===== src/rtl/huffman_dc_dec.sv =====
// Bit-serial JPEG baseline DC Huffman decoder: category code then SIZE amplitude bits.
// Optional HUFF_DC_PRED_EN adds per-component DC predictors so dc_out is absolute DC.
module huffman_dc_dec #(
    parameter int unsigned DW = 12
) (
    input  logic          clk,
    input  logic          rst_n,
    input  logic          is_luminance,
    input  logic          bit_in,
    input  logic          bit_valid,
    output logic          bit_ready,
    output logic          out_valid,
    input  logic          out_ready,
    output logic [3:0]    size_out,
    output logic [DW-1:0] dc_out,
    output logic          err
`ifdef HUFF_DC_PRED_EN
    ,
    input  logic          pred_clr,
    input  logic [1:0]    comp_id
`endif
);

    typedef enum logic [1:0] {StCode, StAmp, StOut, StErr} state_e;

    state_e        state_q, state_d;
    logic [9:0]    code_q, code_d;   // previous bits only; the newest bit comes from bit_in
    logic [3:0]    len_q, len_d;
    logic          luma_q, luma_d;
    logic [9:0]    amp_q, amp_d;
    logic [3:0]    cnt_q, cnt_d;
    logic [3:0]    size_q, size_d;
    logic [DW-1:0] dc_q, dc_d;

    logic [10:0]   new_code;
    logic [3:0]    new_len;
    logic          luma_sel;
    logic          hit;
    logic [3:0]    hit_size;
    logic          no_match_end;
    logic [10:0]   new_amp;
    logic [DW-1:0] amp_ext;
    logic [DW-1:0] amp_mask;
    logic [DW-1:0] diff;
    logic [DW-1:0] pred_base;

    // Returns {hit, size} for a code of length len (code right-aligned, upper bits zero).
    function automatic logic [4:0] lookup(input logic luma, input logic [10:0] code,
                                          input logic [3:0] len);
        logic       h;
        logic [3:0] s;
        h = 1'b0;
        s = 4'd0;
        if (luma) begin
            if (len == 4'd2 && code == 11'd0) begin
                h = 1'b1;
            end else if (len == 4'd3 && code >= 11'd2 && code <= 11'd6) begin
                h = 1'b1;
                s = 4'(code) - 4'd1;
            end else if (len >= 4'd4 && len <= 4'd9 && code == (11'd1 << len) - 11'd2) begin
                h = 1'b1;
                s = len + 4'd2;
            end
        end else begin
            if (len == 4'd2 && code != 11'd3) begin
                h = 1'b1;
                s = 4'(code);
            end else if (len >= 4'd3 && code == (11'd1 << len) - 11'd2) begin
                h = 1'b1;
                s = len;
            end
        end
        return {h, s};
    endfunction

`ifdef HUFF_DC_PRED_EN
    logic [1:0]    comp_q, comp_d;
    logic [DW-1:0] pred_q [3];
    logic [DW-1:0] pred_d [3];

    assign pred_base = (comp_q == 2'd3) ? '0 : pred_q[comp_q];

    always_comb begin
        for (int i = 0; i < 3; i++) begin
            pred_d[i] = pred_q[i];
        end
        // Restart clear beats a same-cycle update; error symbols never touch predictors.
        if (pred_clr) begin
            for (int i = 0; i < 3; i++) begin
                pred_d[i] = '0;
            end
        end else if (state_q == StOut && out_ready && comp_q != 2'd3) begin
            pred_d[comp_q] = dc_q;
        end
    end

    always_ff @(posedge clk or negedge rst_n) begin
        if (!rst_n) begin
            comp_q <= 2'd0;
            for (int i = 0; i < 3; i++) begin
                pred_q[i] <= '0;
            end
        end else begin
            comp_q <= comp_d;
            for (int i = 0; i < 3; i++) begin
                pred_q[i] <= pred_d[i];
            end
        end
    end
`else
    assign pred_base = '0;
`endif

    assign new_code     = {code_q, bit_in};
    assign new_len      = len_q + 4'd1;
    assign luma_sel     = (len_q == 4'd0) ? is_luminance : luma_q;
    assign {hit, hit_size} = lookup(luma_sel, new_code, new_len);
    assign no_match_end = (luma_sel && new_len == 4'd9) || (!luma_sel && new_len == 4'd11);

    // Negative amplitudes are stored one's-complement style: value = amp - (2^SIZE - 1).
    assign new_amp  = {amp_q, bit_in};
    assign amp_ext  = {{(DW-11){1'b0}}, new_amp};
    assign amp_mask = (DW'(1) << size_q) - DW'(1);
    assign diff     = new_amp[size_q - 4'd1] ? amp_ext : amp_ext - amp_mask;

    always_comb begin
        state_d = state_q;
        code_d  = code_q;
        len_d   = len_q;
        luma_d  = luma_q;
        amp_d   = amp_q;
        cnt_d   = cnt_q;
        size_d  = size_q;
        dc_d    = dc_q;
`ifdef HUFF_DC_PRED_EN
        comp_d  = comp_q;
`endif
        unique case (state_q)
            StCode: begin
                if (bit_valid) begin
                    code_d = new_code[9:0];
                    len_d  = new_len;
                    luma_d = luma_sel;
`ifdef HUFF_DC_PRED_EN
                    if (len_q == 4'd0) begin
                        comp_d = comp_id;
                    end
`endif
                    if (hit) begin
                        size_d = hit_size;
                        if (hit_size == 4'd0) begin
                            dc_d    = pred_base;
                            state_d = StOut;
                        end else begin
                            cnt_d   = hit_size;
                            state_d = StAmp;
                        end
                    end else if (no_match_end) begin
                        size_d  = 4'd0;
                        dc_d    = '0;
                        state_d = StErr;
                    end
                end
            end
            StAmp: begin
                if (bit_valid) begin
                    amp_d = new_amp[9:0];
                    cnt_d = cnt_q - 4'd1;
                    if (cnt_q == 4'd1) begin
                        dc_d    = pred_base + diff;
                        state_d = StOut;
                    end
                end
            end
            StOut, StErr: begin
                if (out_ready) begin
                    code_d  = '0;
                    len_d   = 4'd0;
                    amp_d   = '0;
                    cnt_d   = 4'd0;
                    size_d  = 4'd0;
                    dc_d    = '0;
                    state_d = StCode;
                end
            end
            default: state_d = StCode;
        endcase
    end

    always_ff @(posedge clk or negedge rst_n) begin
        if (!rst_n) begin
            state_q <= StCode;
            code_q  <= '0;
            len_q   <= 4'd0;
            luma_q  <= 1'b0;
            amp_q   <= '0;
            cnt_q   <= 4'd0;
            size_q  <= 4'd0;
            dc_q    <= '0;
        end else begin
            state_q <= state_d;
            code_q  <= code_d;
            len_q   <= len_d;
            luma_q  <= luma_d;
            amp_q   <= amp_d;
            cnt_q   <= cnt_d;
            size_q  <= size_d;
            dc_q    <= dc_d;
        end
    end

    assign bit_ready = (state_q == StCode) || (state_q == StAmp);
    assign out_valid = (state_q == StOut) || (state_q == StErr);
    assign err       = (state_q == StErr);
    assign size_out  = size_q;
    assign dc_out    = dc_q;

endmodule

===== config.mk =====
export PLATFORM = sky130hd
export DESIGN_NAME = huffman_dc_dec
export DESIGN_NICKNAME = d
export VERILOG_FILES = /design/src/rtl/huffman_dc_dec.sv
export SDC_FILE = /design/constraint.sdc
export NUM_CORES = 1
export LEC_CHECK = 0
export CORE_MARGIN = 5
export CORE_UTILIZATION = 45
export DETAILED_ROUTE_END_ITERATION = 8
export SYNTH_ARGS = -nofsm -noshare
export SYNTH_HDL_FRONTEND = slang
export SYNTH_SLANG_ARGS = --single-unit

===== constraint.sdc =====
create_clock -name clk -period 9 [get_ports clk]
set_input_delay 0.9 -clock clk [delete_from_list [all_inputs] [get_ports clk]]
set_output_delay 0.9 -clock clk [all_outputs]
set_load 0.01 [all_outputs]

=== Yosys cells after proc, flatten, opt, wreduce, memory -nomap -nowiden ===
Cells that the tools add are included.

* Bits in registers: 47
* Bits of input ports: 6
* Output and inout bits: 19
* Logic and storage cells: 118

* $add $sub $neg: 8
* Order comparisons: 6
* Equal/unequal tests: 18
* Shifts and indexed selects: 2
* Mux-type cells: 49
* Reduce and logical (&&, ||, !) cells: 27

{| class="wikitable"
|+ Operators by type and width
! cell !! count
|-
| $mux W12 || 8
|-
| $mux W4 || 15
|-
| $pmux W10 S2 || 2
|-
| $pmux W12 S3 || 1
|-
| $mux W10 || 3
|-
| $pmux W4 S2 || 2
|-
| $mux W2 || 7
|-
| $ne A2 B2 Y1 const B || 6
|-
| $pmux W4 S3 || 1
|-
| $shl A1 B4 Y12 const A || 1
|-
| $sub A11 B12 Y12 || 1
|-
| $sub A12 B2 Y12 const B || 1
|-
| $sub A4 B1 Y4 const B || 3
|-
| $eq A11 B11 Y1 || 1
|-
| $ge A11 B2 Y1 const B || 1
|-
| $le A11 B3 Y1 const B || 1
|-
| $logic_not A11 Y1 || 1
|-
| $ne A11 B2 Y1 const B || 1
|-
| $shl A1 B4 Y11 const A || 1
|-
| $sub A11 B2 Y11 const B || 1
|-
| $reduce_and A5 Y1 || 2
|-
| $logic_and A1 B1 Y1 || 9
|-
| $eq A4 B2 Y1 const B || 2
|-
| $eq A4 B4 Y1 const B || 2
|-
| 23 further kinds || 37
|}

=== Logic depth before layout (Yosys ltp) ===
Gate-level depths: netlist (run 1).

* Depth in word-level cells: 14
* Depth in mapped cells: 17
* Depth with buffers taken out: 17

=== Worst setup path after synthesis (run 1) ===
Ideal clock, no wire load.

* Path kind: register to register
* From: register len_q[0]
* To: register dc_q[2] (netlist: dc_out[2])
* Library setup time: 0.139 ns
* Data arrival time: 3.937 ns
* Data required time: 8.861 ns
* Slack: 4.923 ns
* Cell stages (with the launch flop): 17
* Buffers on the path: 3
* Clock period less this slack: 4.077 ns
* Cell sequence: dfrtp_1 -> clkbuf_1 -> inv_1 -> ha_1 -> clkbuf_1 -> o211ai_1 -> ha_1 -> xnor2_1 -> o221a_1 -> or4b_1 -> a221oi_1 -> nand4b_1 -> o311ai_1 -> o31ai_1 -> and4b_4 -> buf_6 -> o22ai_2

* Longest elaborated chain between the ends: 12
* Elaborated cells on any way between the ends: 44
* Classes of those cells: add/sub (3); order compare (3); eq/ne (7); shift (1); mux (16); reduce/logical (14)

{| class="wikitable"
|+ RTL lines
! element !! RTL line !! text
|-
| from (decl) || 28 || <nowiki>logic [3:0] len_q, len_d;</nowiki>
|-
| from (signal assigned) || 203 || <nowiki>len_q <= len_d;</nowiki>
|-
| $add A4 B1 Y4 || 115 || <nowiki>assign new_len = len_q + 4'd1;</nowiki>
|-
| $shl A1 B4 Y11 || 60, 68 ||
|-
| $sub A11 B2 Y11 || 60, 68 ||
|-
| $eq A11 B11 Y1 || 60, 68 ||
|-
| $logic_and A1 B1 Y1 || 60 || <nowiki>end else if (len >= 4'd4 && len <= 4'd9 && code == (11'd1 << len) - 11'd2) begin</nowiki>
|-
| $mux W4 / $mux W1 (equally long branches) || 60 ||
|-
| $mux W4 / $mux W1 (equally long branches) || 57 || <nowiki>end else if (len == 4'd3 && code >= 11'd2 && code <= 11'd6) begin</nowiki>
|-
| $mux W4 / $mux W1 (equally long branches) || 55 || <nowiki>if (len == 4'd2 && code == 11'd0) begin</nowiki>
|-
| $mux W4 / $mux W1 (equally long branches) || 54 || <nowiki>if (luma) begin</nowiki>
|-
| $logic_not A4 Y1 / $mux W12 (equally long branches) || 151, 149 ||
|-
| $ne A3 B3 Y1 (no source line) / $mux W12 (equally long branches) || - ||
|-
| $reduce_and A6 Y1 (no source line) / $pmux W12 S3 (equally long branches) || - ||
|-
| to (signal assigned) || 199 || <nowiki>dc_q <= '0;</nowiki>
|-
| to (signal assigned) || 208 || <nowiki>dc_q <= dc_d;</nowiki>
|-
| to (decl) || 33 || <nowiki>logic [DW-1:0] dc_q, dc_d;</nowiki>
|}

Parallel ways exist; a longest one is shown, timed or not. The select of a mux whose other input is x is not followed.
A chain may end at the register's enable or synchronous reset.

=== Worst setup path in the final report (run 1) ===
* From: register len_q[0]
* To: register dc_q[0] (netlist: dc_out[0])

The elaborated chain is that of the path after synthesis.

==> out/metrics.yaml, run 1 <==
ys.flop_type: "dfrtp_1"
drc: 0
yosys.area.top_type: "dfrtp_1"
globalRouteTotalUtil_pct: 19.9
vias: 3711
clock_skew_ps: 14.5
setup_violations: 0
yosysSeqAreaShare_pct: 28.4
maxSlewViolCount: 0
yosys-top-cells-area: "dfrtp_1 28%, ha_1 12%, nand2_1 4.9%"
rows: 35
core_mm2: 0.00911
port_buffers: 24
fin_crit_sh_pct: 54.6
fin_ws_ps: 4080
postRouteWirelength_mm: 10.7
gp_congestion: 0.830
drt_pre_antenna_iters: 5
hpwl_mm: 7.91
cts-htree-levels: 2
cts_tree: "built"
hold_path_class: "register to register"
grt_antenna_before_repair: 0
powerDensity_mw_per_mm2: 378
p_total_mw: 1.70
drt-initial-drc-count: 248
syn_area_mm2: 0.00414
drtAntennaViolNets: 0
postCtsSetupRepairBufs: 0
finalCriticalPeriod_ps: 4920
fin_setup_tns_ps: 0
yosysUniqueCellTypes: 76
start_util_pct: 45.5
design_area_mm2: 0.00449
grt_overflow_total: 0
clock-sinks: 47
grt_pass1_vias: 3750
fp.dieH_um: 106
cts_buffer_depth: 2
clk_pin_slew_ps: 100
leakage_nw: 1.89
syn_area_per_cell_um2: 8.56
cts_hold_buf: 0
cp-end-kind: "register"
place_ws_ps: 4210
synth_most_common_cell: "nand2_1"
synthCells: 484
ctsResizeCount: 0
io_pins: 25
viasPerCell: 6.14
max_slew_margin_pct: 27.5
synthArstFlopShare_pct: 100
worstPathMaxFanout: 16
syn_nets: 531
yosys_warnings: 0
postLayoutCoreUtil_pct: 49.3
synth_commonest_cells: "54 x nand2_1, 47 x dfrtp_1, 40 x ha_1"
root_buffer: "clkbuf_8"
max_freq_ghz: 0.203
wl_per_cell_um: 17.8
clock_latency_ps: 310
hold_viol: 0
grt_pass1_wl_mm: 18.5
diodes: 0
drive_gt1_share_pct: 5.07
maxCapViolations: 0
status: "complete, no violations"
peakVddDrop_mv: 0.161
synth_top_area_share_pct: 28.4
synth-edff-count: 0
final-instance-count-excl-fill: 604
synth_seq_cells: 47
cts_buffers: 5
hold_slack_ps: 521
dp_cells: 597
critPathArrivalTime_ps: 5090
fp.dieArea_mm2: 0.0112
tightest_slew_ps: 1090
placed_area_mm2: 0.00441
rsz0062_at_grt: "false"
grt_max_degree: 48
critical_path_class: "register to register"
die-width_um: 106
worstPathRequired_ps: 9180
fin_nets: 540
cp-start-kind: "register"
areaGrowthSynthToFinish_pct: 8.43
## cells by family (layout without fill, tap and decap cells)
logic type,after synthesis,count (layout),share of synthesized area [%]
simple gates,163,163,19.6
mux,15,15,4.32
compound gates,152,152,26.2
flops,47,47,28.4
fa+ha+maj,41,41,12.6
buf+inv,49,58,5.22
xor+xnor,17,17,3.78
## metal layers
layer / global-route usage, % / wire length (um)
met5: 0 / 0
met1: 27.1 / 5010
met2: 33.4 / 5100
met4: 5.92 / 188
met3: 2.43 / 439
## placed cells by master (no fill, tap or decap), types with 5 or more instances in the layout
master,netlist,final
a21boi_0,5,5
nand2b_1,11,11
dfrtp_1,47,47
clkbuf_8,0,5
mux2i_1,10,10
xor2_1,5,5
clkdlybuf4s50_1,0,23
nor2b_1,5,5
nor3_1,20,20
a22o_1,21,21
ha_1,40,40
nor2_1,28,28
o21ai_0,25,25
nand3_1,11,11
inv_1,23,23
nand2_1,54,54
o211ai_1,7,7
o21ai_1,7,7
a31oi_1,6,6
a21oi_1,22,22
and2_1,5,5
o22ai_1,12,12
a21o_1,5,5
xnor2_1,11,11
## worst paths after layout
| check | startpoint | endpoint | slack (ps) | cells after the start |
|---|---|---|---|---|
| setup / recovery | len_q[0] | dc_out[0] | 4080 | 13 |
| hold / removal | luma_q | luma_q | 520 | 2 |
| setup reg to reg | len_q[0] | dc_out[0] | 4080 | 13 |
| hold reg to reg | luma_q | luma_q | 520 | 2 |
| max in group asynchronous | rst_n | len_q[2] | 7530 | 1 |
| min in group asynchronous | rst_n | cnt_q[3] | 780 | 1 |
## final cells by class
class	instances	area [um2]
Sequential cell	47	1180
Inverter	25	93.8
Clock buffer	5	68.8
Clock inverter	2	13.8
Fill cell	910	4620
Tap cell	111	139
Timing Repair Buffer	26	250
Multi-Input combinational cell	388	2750
## state kept, by name (all words and copies together) (netlist names)
register / count
len_q: 4
dc_out: 12
luma_q: 1
cnt_q: 4
size_out: 4
state_q: 2
amp_q: 10
code_q: 10
## critical path, stage by stage (launching register included)
cell	delay (ps)
dfrtp_1	680
ha_1	580
xnor2_2	270
o211ai_1	280
ha_1	360
xnor2_1	270
o221a_1	230
or4b_1	440
a221oi_1	300
nand4b_1	220
o311ai_1	340
o31ai_1	200
and4b_4	490
o22ai_1	120
## report_power, final
part	switching [mW]	leakage, nW	total, mW	internal [mW]
clock	0.0787	0.0440	0.132	0.0534
sequential	0.116	0.636	0.391	0.275
combinational	0.657	1.21	1.18	0.519
(Power assumes the default switching activity.)
==> run 2, diff against run 1 <==
--- a/config.mk
+++ b/config.mk
@@ -8,6 +8,7 @@
 export CORE_MARGIN = 5
 export CORE_UTILIZATION = 45
 export DETAILED_ROUTE_END_ITERATION = 8
+export PLACE_DENSITY = 0.66
 export SYNTH_ARGS = -nofsm -noshare
 export SYNTH_HDL_FRONTEND = slang
 export SYNTH_SLANG_ARGS = --single-unit
==> constraint.sdc (replaced) <==
create_clock -name clk -period 4.1 [get_ports clk]
set_input_delay 0.41 -clock clk [delete_from_list [all_inputs] [get_ports clk]]
set_output_delay 0.41 -clock clk [all_outputs]
set_load 0.01 [all_outputs]
==> run 2 against run 1 <==
  * Critical path depth stayed put
  * First-iteration DRC count is 30% lower
  * Die area stayed put
  * Wire length is 5.2% higher
  * Clock power grew to 3.2 times the previous value
  * Global-route usage is 0.13 points lower
  * Sequential power is 110% higher
  * Largest cell class unchanged
  * Cell area is 5.0% higher
  * Final cell count is 2.8% higher
==> out/metrics.yaml, run 2 (synthesis gave the netlist of run 1 again) <==
critical_path_buf_inv_count: 1  # was 0
port_buffers: 24  # unchanged
status: "complete, no violations"  # unchanged
crit_slowest_cell: "or4b_1"  # was dfrtp_1
leakage_nw: 2.00  # was 1.89 nW
drc: 0  # unchanged
cp-end-kind: "register"  # unchanged
areaGrowthSynthToFinish_pct: 13.9  # was 8.43%
grt_overflow_total: 0  # unchanged
hold_path_class: "input port to asynchronous set/reset pin"  # was register to register
gp_congestion: 0.927  # was 0.830
clk_pin_slew_ps: 100  # about the same
postLayoutCoreUtil_pct: 51.8  # was 49.3%
r2r_slack_ps: 140  # was 4080 ps
cts_tree: "built"  # unchanged
max_slew_margin_pct: 28.7  # was 27.5%
tightest_slew_ps: 1070  # was 1090 ps
drt-initial-drc-count: 173  # was 248
setup_violations: 0  # unchanged
final_cell_mix: "54 x nand2_1, 47 x dfrtp_1, 38 x ha_1"  # was 54 x nand2_1, 47 x dfrtp_1, 40 x ha_1
start_util_pct: 45.5  # unchanged
clock-sinks: 47  # unchanged
cp-start-kind: "register"  # unchanged
cpLargestDelayFamily: "compound AO/OA/AOI/OAI gates"  # unchanged
hpwl_mm: 8.25  # was 7.91 mm
diodes: 0  # unchanged
fp.dieH_um: 106  # unchanged
fin_setup_tns_ps: 0  # unchanged
powerDensity_mw_per_mm2: 863  # was 378 mW/mm2
fin_crit_sh_pct: 96.6  # was 54.6%
maxSlewViolCount: 0  # unchanged
place_ws_ps: 175  # was 4210 ps
worstPathRequired_ps: 4270  # was 9180 ps
max_freq_ghz: 0.253  # was 0.203 GHz
core_mm2: 0.00911  # unchanged
design_area_mm2: 0.00472  # was 0.00449 mm2
die-width_um: 106  # unchanged
largest_reg_flops: 12  # unchanged
rows: 35  # unchanged
grt_antenna_before_repair: 0  # unchanged
drt_pre_antenna_iters: 4  # was 5
worstPathMaxFanout: 13  # was 16
maxCapViolations: 0  # unchanged
clock_skew_ps: 7.69  # was 14.5 ps
grt_pass1_vias: 3670  # was 3,750
worstReg2RegEnd: "dc_out[0]"  # unchanged
crit_path_start: "len_q[0]"  # unchanged
grt_pass1_wl_mm: 18.2  # was 18.5 mm
cts-htree-levels: 2  # unchanged
viasPerCell: 6.16  # was 6.14
postRouteWirelength_mm: 11.3  # was 10.7 mm
finalCriticalPeriod_ps: 3960  # was 4920 ps
fin_nets: 556  # was 540
grt_max_degree: 48  # unchanged
final-instance-count-excl-fill: 621  # was 604
cts_buffers: 5  # unchanged
fp.dieArea_mm2: 0.0112  # unchanged
critical_path_class: "register to register"  # unchanged
root_buffer: "clkbuf_8"  # unchanged
globalRouteTotalUtil_pct: 19.8  # was 19.9%
critPathCapture: "dc_out[0]"  # unchanged
r2r-start: "len_q[0]"  # unchanged
worstPathCellList: "buf_6 > a31oi_4 > o211ai_1 > ha_2 > xor2_1 > o221a_1 > or4b_1 > a221oi_2 > nand4b_1 > o311ai_2 > o31ai_4 > and4b_4 > o22ai_1"  # was ha_1 > xnor2_2 > o211ai_1 > ha_1 > xnor2_1 > o221a_1 > or4b_1 > a221oi_1 > nand4b_1 > o311ai_1 > o31ai_1 > and4b_4 > o22ai_1
hold_viol: 0  # unchanged
slowest_delay_ps: 460  # was 680 ps
dp_cells: 610  # was 597
hold_slack_ps: 292  # was 521 ps
io_pins: 25  # unchanged
cp_num_cells: 13  # unchanged
wl_per_cell_um: 18.2  # was 17.8 um
critPathArrivalTime_ps: 4120  # was 5090 ps
vias: 3823  # was 3,711
cts_buffer_depth: 2  # unchanged
layout_commonest_cell: "nand2_1"  # unchanged
peakVddDrop_mv: 0.390  # was 0.161 mV
r2r_cells: 13  # unchanged
placed_area_mm2: 0.00451  # was 0.00441 mm2
clock_latency_ps: 310  # about the same
drive_gt1_share_pct: 9.61  # was 5.07%
drtAntennaViolNets: 0  # unchanged
p_total_mw: 4.07  # was 1.70 mW
fin_ws_ps: 141  # was 4080 ps
run 2: layout make-up:
type,instances,area [um2]
clock buffers,5,68.8
clock inverters,3,67.6
fillers,874,4390
inverters,25,93.8
multi-input cells,389,2810
flip-flops and latches,47,1180
well taps,111,139
repair buffers,41,367
run 2: worst min path at each step:
stage / startpoint / to / slack (ps) / depth (start not counted)
6_report: rst_n / len_q[2] / 290 / 1
5_1_grt: rst_n / len_q[2] / 390 / 1
4_1_cts: rst_n / len_q[2] / 330 / 1
3_5_place_dp: luma_q / luma_q / 510 / 2
3_3_place_gp: luma_q / luma_q / 490 / 2
2_1_floorplan: rst_n / amp_q[0] / 110 / 0
run 2: power breakdown:
group          internal [mW]  total, mW  switching [mW]
sequential             0.605      0.817           0.212
combinational           1.27       2.84            1.57
clock                  0.243      0.418           0.174
run 2: timing repair:
item | in CTS | in global routing
resized for setup | 0 | 9
endpoints found under the hold margin | 0 | 0
buffers inserted | 0 | 2
setup endpoints to repair | 0 | 12
hold buffers | 0 | 0
run 2: layer usage:
layer / share of wire, % / vias up / track usage, % / wire length [um]
met3: 4.1 / 19 / 3.58 / 460
met2: 53 / 104 / 36.5 / 5930
li1: - / 1837 / - / -
met1: 42 / 1863 / 23.5 / 4700
met4: 1.7 / 0 / 5.55 / 194
met5: 0 / - / 0 / 0
run 2: worst register-to-register path, delay by kind of cell (launching register included):
kind | cells | cell delay (ps)
AOI/OAI and AO/OA | 7 | 1570
DFF | 1 | 430
adders and majority gates | 1 | 370
and+or+nand+nor | 3 | 1110
buffers and inverters | 1 | 170
xor gates and xnor gates | 1 | 170
